===== src/rtl/mem_bus_responder.sv =====
// Memory-port responder for the mips core: 256x8 RAM plus a small GPIO register space.
// Four-phase request/grant handshake, WAIT_CYCLES wait states inserted before each access.
//   state  | meaning
//   IDLE   | waiting for grant_request; latches the transaction
//   WAIT   | counting wait states; a dropped request aborts
//   ACCESS | RAM/GPIO access on the latched values
//   DONE   | grant held until the request drops
module mem_bus_responder #(
  parameter int WAIT_CYCLES = 1
) (
  input  logic       clk,
  input  logic       reset,
  input  logic       grant_request,
  input  logic       rw,
  input  logic [8:0] address,
  input  logic [7:0] data_out,
  output logic       grant_given,
  output logic [7:0] data_in,
  input  logic [7:0] gpio_pins_in,
  output logic [7:0] gpio_pins_out
);

  typedef enum logic [1:0] {IDLE, WAIT, ACCESS, DONE} state_t;

  localparam logic [3:0] WAIT_INIT = 4'(WAIT_CYCLES);

  state_t     state;
  logic [3:0] wait_cnt;
  logic       rw_q;
  logic [8:0] addr_q;
  logic [7:0] wdata_q;
  logic [7:0] sync1, sync2;
  logic [7:0] rd_data;
  logic [7:0] mem [256];

  // RAM is deliberately left out of reset so it maps onto plain memory.
  always_ff @(posedge clk) begin
    if (state == ACCESS && rw_q && !addr_q[8])
      mem[addr_q[7:0]] <= wdata_q;
  end

  always_comb begin
    rd_data = 8'h00;
    if (!addr_q[8])
      rd_data = mem[addr_q[7:0]];
    else if (addr_q[7:0] == 8'h00)
      rd_data = gpio_pins_out;
    else if (addr_q[7:0] == 8'h01)
      rd_data = sync2;
  end

  always_ff @(posedge clk or posedge reset) begin
    if (reset) begin
      sync1 <= 8'h00;
      sync2 <= 8'h00;
    end else begin
      sync1 <= gpio_pins_in;
      sync2 <= sync1;
    end
  end

  always_ff @(posedge clk or posedge reset) begin
    if (reset) begin
      state         <= IDLE;
      wait_cnt      <= 4'd0;
      rw_q          <= 1'b0;
      addr_q        <= 9'h000;
      wdata_q       <= 8'h00;
      grant_given   <= 1'b0;
      data_in       <= 8'h00;
      gpio_pins_out <= 8'h00;
    end else begin
      case (state)
        IDLE: begin
          if (grant_request) begin
            rw_q     <= rw;
            addr_q   <= address;
            wdata_q  <= data_out;
            wait_cnt <= WAIT_INIT;
            state    <= (WAIT_INIT == 4'd0) ? ACCESS : WAIT;
          end
        end
        WAIT: begin
          if (!grant_request) begin
            state <= IDLE;
          end else begin
            wait_cnt <= wait_cnt - 4'd1;
            if (wait_cnt == 4'd1)
              state <= ACCESS;
          end
        end
        ACCESS: begin
          if (!rw_q)
            data_in <= rd_data;
          else if (addr_q == 9'h100)
            gpio_pins_out <= wdata_q;
          state <= DONE;
        end
        DONE: begin
          // Grant rises one edge after entering DONE; it can only be released once seen.
          if (grant_given && !grant_request) begin
            grant_given <= 1'b0;
            state       <= IDLE;
          end else begin
            grant_given <= 1'b1;
          end
        end
        default: state <= IDLE;
      endcase
    end
  end

endmodule


===== config.mk =====
export PLATFORM = sky130hd
export DESIGN_NAME = mem_bus_responder
export DESIGN_NICKNAME = d
export VERILOG_FILES = /design/src/rtl/mem_bus_responder.sv
export SDC_FILE = /design/constraint.sdc
export NUM_CORES = 2
export LEC_CHECK = 0
export BUFFER_PORTS_ARGS = -buffer_cell sky130_fd_sc_hd__buf_2
export CAP_MARGIN = 20
export CORE_MARGIN = 3
export CORE_UTILIZATION = 45
export DETAILED_ROUTE_END_ITERATION = 6
export GPL_TIMING_DRIVEN = 1
export SLEW_MARGIN = 20
export SYNTH_ARGS = -nofsm -noshare
export SYNTH_HDL_FRONTEND = slang
export SYNTH_SLANG_ARGS = --single-unit

===== constraint.sdc =====
create_clock -name clk -period 3.84 [get_ports clk]
set_clock_uncertainty 0.2 [all_clocks]
set_input_delay 0.192 -clock clk [delete_from_list [all_inputs] [get_ports clk]]
set_output_delay 0.192 -clock clk [all_outputs]
set_load 0.03 [all_outputs]

* Yosys cells after proc, flatten, opt, wreduce, memory -nomap -nowiden
Memory sizes are Yosys's and may differ from the RTL's.
Cells that the tools add are included.
** Word-level totals
- Register bits after elaboration :: 57
- Memory bits (writable) :: 2048
- Input port bits :: 29
- Output and inout port bits :: 17
- Word-level logic and storage cells :: 50
- Memories kept :: 1
** Memory list
- mem :: words 256, bits a word 8, rd ports 1, clocked after Yosys merged registers in 0, write ports 1, RTL line 34 : logic [7:0] mem [256];
** Cells by class
- Add/subtract/negate cells :: 1
- Equal/unequal tests :: 10
- Muxes and demuxes :: 14
- Bitwise logic cells :: 1
- Reduce and logical (&&, ||, !) cells :: 13
** Operators with widths (number)
- two-way mux 8 bit :: 3
- == test 9 bit, second input constant :: 1
- AND reduction 3 bit :: 3
- == test 8 x 1 -> 1 bit, second input constant :: 1
- logical NOT 8 bit :: 1
- two-way mux 2 bit :: 4
- two-way mux 4 bit :: 2
- one-hot mux 2 bit (4 select lines) :: 1
- one-hot mux 4 bit (2 select lines) :: 1
- inequality test 2 bit, second input constant :: 3
- == test 2 bit, second input constant :: 2
- == test 4 x 1 -> 1 bit, second input constant :: 1
- AND reduction 2 bit :: 2
- subtractor 4 x 1 -> 4 bit, second input constant :: 1
- logical AND 1 bit :: 3
- two-way mux 1 bit :: 3
- inequality test 3 bit, second input constant :: 1
- == test 2 x 1 -> 1 bit, second input constant :: 1
- logical NOT 1 bit :: 2
- logical NOT 2 bit :: 1
- nonzero test 2 bit :: 1
- NOT 1 bit :: 1

* Logic depth before layout (Yosys ltp)
- Depth in word-level cells :: 5
- Mapped depth :: 12
- Mapped depth without buffers :: 7

* Worst setup path before layout
Ideal clock, no wire load.
- Path type :: reg-to-reg
- Start :: reg wdata_q[0]
- End :: mem mem[0][0] (data pin)
- Setup time :: 805 ps
- Data arrival time :: 3192 ps
- Data required time :: 2835 ps
- Path slack :: -358 ps
- Cell stages (with the launch flop) :: 1
- Path buffers :: 0
- Period minus slack after synthesis :: 4198 ps
- Cells stage by stage :: dfrtp_1
** RTL lines
- from (decl) :: RTL line 31 : logic [7:0] wdata_q;
- from (signal assigned) :: RTL line 78 : wdata_q <= data_out;
- to (decl) :: RTL line 34
Straight into the memory's write port.

* Final worst setup path
- Start :: reg addr_q[3]
- End :: reg data_in[3]
** Between the ends
- Longest elaborated chain between the ends :: 4
- Elaborated cells between the ends (all ways) :: 6
- Those cells by class :: eq/ne: 1; mux: 3; reduce/logical: 1; memory: 1
** RTL lines
- from (decl) :: RTL line 30 : logic [8:0] addr_q;
- from (signal assigned) :: RTL line 77 : addr_q <= address;
- branches (longest 3 deep; another with memory read (256 x 8 bit))
- two-way mux 8 bit (*) :: RTL line 44 : if (!addr_q[8])
- to (signal assigned) :: RTL line 94 : data_in <= rd_data;
- to (decl) :: RTL line 18 : output logic [7:0] data_in,
Mark *: on every way between the ends.
A chain may end at the register's enable or synchronous reset.

==> reports/qor.yml <==
run_status:
  status: "complete, no violations"
global_route:
  antenna_found_initial: 7
  grt_start_max_net_pins: 120
  grt_pass1_vias: 42300
  gr-total-overflow: 0
  grt_first_pass_wirelength_um: 307000
  grtUsageTotal_pct: 22.8
finish:
  layout-drive-gt1-share_pct: 30.0
  syn2layout_area_growth_pct: 17.2
  fin_nets: 4538
  final_cell_area_um2: 95700
timing:
  post-route-min-period_ns: 3.81
  final_max_slew_viol_count: 0
  slew_headroom_pct: 28.8
  finalHoldViolCount: 0
  setup_viol: 0
  worst_slew_pin_slew_ns: 1.07
  fmax_mhz: 262
  timing.hold.ws_ns: 0.0522
  rsz0062_at_grt: "no"
  fin_crit_sh_pct: 99.2
routing:
  wl_per_cell_um: 30.0
  ant_nets: 0
  first_pass_iters: 5
  drtIter0Drc: 4932
  vias_per_cell: 5.88
  num_vias: 41400
  drc: 0
  wl_um: 211000
clock_tree:
  numCtsBuffers: 207
  cts_max_path_buffers: 3
  htree_levels: 4
  clock-root-buffer: "clkbuf_16"
  path_clk_slew_ns: 0.06
  cts.sinks: 2105
  cts_tree: "built"
  clk-insertion-delay-late_ns: 0.85
yosys:
  syn-cell-area_um2: 81700
  yosys_warnings: 0
  yosysTopAreaCell: "edfxtp_1"
  ys_seq_elements: 2105
  yosys-top-cells-area: "edfxtp_1 75%, mux4_2 13%, mux2i_1 2.3%, dfrtp_1 1.7%, nor2_1 1.4%"
  ys_seq_area_share_pct: 77.1
  async_flop_share_pct: 2.71
  yosysTopAreaCellShare_pct: 75.3
  synthFlopType: "edfxtp_1"
  synth.avg_cell_area_um2: 20.8
  synth.distinct_cells: 54
  netlist_instances: 3929
  synth_edf_count: 2048
  syn_nets: 3960
  yosysMostFrequentCell: "edfxtp_1"
  synth_common_cells: "2048 x edfxtp_1, 474 x mux4_2, 305 x nor2_1"
floorplanning:
  initial_core_util_pct: 45.5
  die_h_um: 432
  die_x_um: 432
  fp.dieArea_um2: 187000
  coreArea_um2: 179000
  ioPinCount: 46
  rows: 155
placed_design:
  hpwl_um: 135000
  port_buffers: 45
  routabilityCongestion: 0.880
  place_area_um2: 88000
min_path:
  worstHoldStart: "address[2]"
  min_delay_path_depth: 4
  hold_class: "input port to register"
  whs_endpoint: "addr_q[2]"
critical_path:
  crit_path_cell_trace: "and2_2 > and2_1 > buf_4 > buf_4 > a22o_1 > nor3_1 > nand3_1 > o31ai_2 > buf_4 > a21oi_1"
  reg2reg_from: "addr_q[3]"
  crit_family: "simple AND/OR/NAND/NOR gates"
  worst_setup_path_end_kind: "register"
  cp_max_fo: 16
  cpMostUsedCell: "buf_4"
  timing.rr.end: "data_in[3]"
  cpMaxStageDelayCell: "dfrtp_4"
  cp_num_buf_inv: 3
  worst_setup_path_start_kind: "register"
  crit_required_ns: 4.34
  reg2reg_depth: 10
  crit_type: "register to register"
  r2r_slack_ns: 0.03
  critPathMaxStageDelay_ns: 0.64
  critPathArrivalTime_ns: 4.31
power_and_ir_drop:
  seq_power_share_pct: 42.8
  power_density_nw_per_um2: 738
  pwr-share-clk_pct: 28.6
  p_sw_uw: 22500
  switching_share_pct: 31.8
  leakagePower_uw: 0.0312
  p_total_uw: 70700
  power_frac_comb_pct: 28.6
  p_int_uw: 48200
  peakVddDrop_mv: 0.799
job:
  cap_viol_max_count: 0
-- placed cells by master, fill, tap and decap left out, types with 17 or more instances in the layout --
cell type / count
a21oi_1: 45
buf_2: 45
mux4_2: 474
buf_12: 46
clkbuf_1: 42
clkinv_2: 50
buf_4: 450
nand3_1: 97
dlygate4sd3_1: 67
mux2_2: 32
bufinv_16: 17
edfxtp_1: 2048
o21ai_0: 32
a32oi_1: 17
clkbuf_16: 209
nand2_1: 95
clkinv_1: 40
nor2_1: 303
a22oi_1: 75
dfrtp_1: 44
o22ai_1: 25
mux2i_1: 188
a31oi_1: 19
-- metrics by stage --
| stage | cells | util (%) | setup TNS [ns] | setup slack, ns |
|---|---|---|---|---|
| after floorplan | 3929 | - | 0 | 0.724 |
| after global placement | 6579 | 49.1 | -2.24 | -0.507 |
| after detailed placement | 6579 | 49.1 | -1.66 | -0.467 |
| after CTS | 7038 | 53.3 | 0 | 0.00886 |
| after global routing | 7042 | 53.4 | 0 | 0.0267 |
| final | 7044 | 53.4 | 0 | 0.0294 |
-- metal layers --
metal | global-route usage (%) | wire length, µm | vias up
li1 | - | - | 17400
met1 | 32.7 | 87800 | 22100
met2 | 36.0 | 101000 | 1601
met3 | 3.90 | 15000 | 300
met4 | 7.61 | 7340 | 0
met5 | 0 | 0 | -
-- power groups by stage --
stage	clock network (µW)	registers (µW)	logic, µW
2_1_floorplan	0	31400	10900
3_3_place_gp	0	30800	19800
3_5_place_dp	0	30800	20000
4_1_cts	20600	30300	20300
5_1_grt	21600	30300	21400
6_report	20200	30200	20200
-- worst reg2reg max path, cell delays in order, from the launching register on --
cell	delay, ns
dfrtp_4	0.64
and2_2	0.32
and2_1	0.32
buf_4	0.26
buf_4	0.18
a22o_1	0.24
nor3_1	0.43
nand3_1	0.33
o31ai_2	0.49
buf_4	0.19
a21oi_1	0.06
-- layout make-up --
cell class	instances	area, µm²
fillers	13800	83700
flip-flops and latches	2105	63000
multi-input cells	1578	17700
clock buffers	262	5540
repair buffers	608	5190
well taps	2355	2950
clock inverters	127	1310
inverters	7	27.5
diodes	2	5.00
-- worst max-delay path by stage --
stage                   start          end  slack, ns  cells past startpoint
floorplan           addr_q[1]  mem[221][0]       0.72                      9
global placement    addr_q[1]   data_in[1]      -0.51                     10
detailed placement  addr_q[0]   data_in[5]      -0.47                     11
CTS                 addr_q[0]   data_in[4]      0.009                     10
global route        addr_q[3]   data_in[3]       0.03                     10
finish              addr_q[3]   data_in[3]       0.03                     10
-- timing repair --
action | in CTS | in global routing
pin swaps | 0 | 0
resized for setup | 12 | 2
setup buffers | 3 | 4
endpoints found under the setup margin | 7 | 6
endpoints found under the hold margin | 90 | 0
hold buffers | 67 | 0
-- sequential cells by signal, summed over array words and instances, names as in the netlist, named ones only --
register,flops
state,1
gpio_pins_out,8
wdata_q,8
sync2,8
sync1,8
rw_q,1
mem,2048
grant_given,1
data_in,8
wait_cnt,4
addr_q,9
-- cells by family after synthesis --
group / count (synthesis) / share of synthesized area [%]
DFF: 2105 / 77.1
and+or+nand+nor: 596 / 3.19
adders and majority gates: 2 / 0.0306
muxes: 700 / 15.9
buffers and inverters: 246 / 1.42
AOI/OAI and AO/OA: 280 / 2.40
Power figures use the tool's default switching activity.
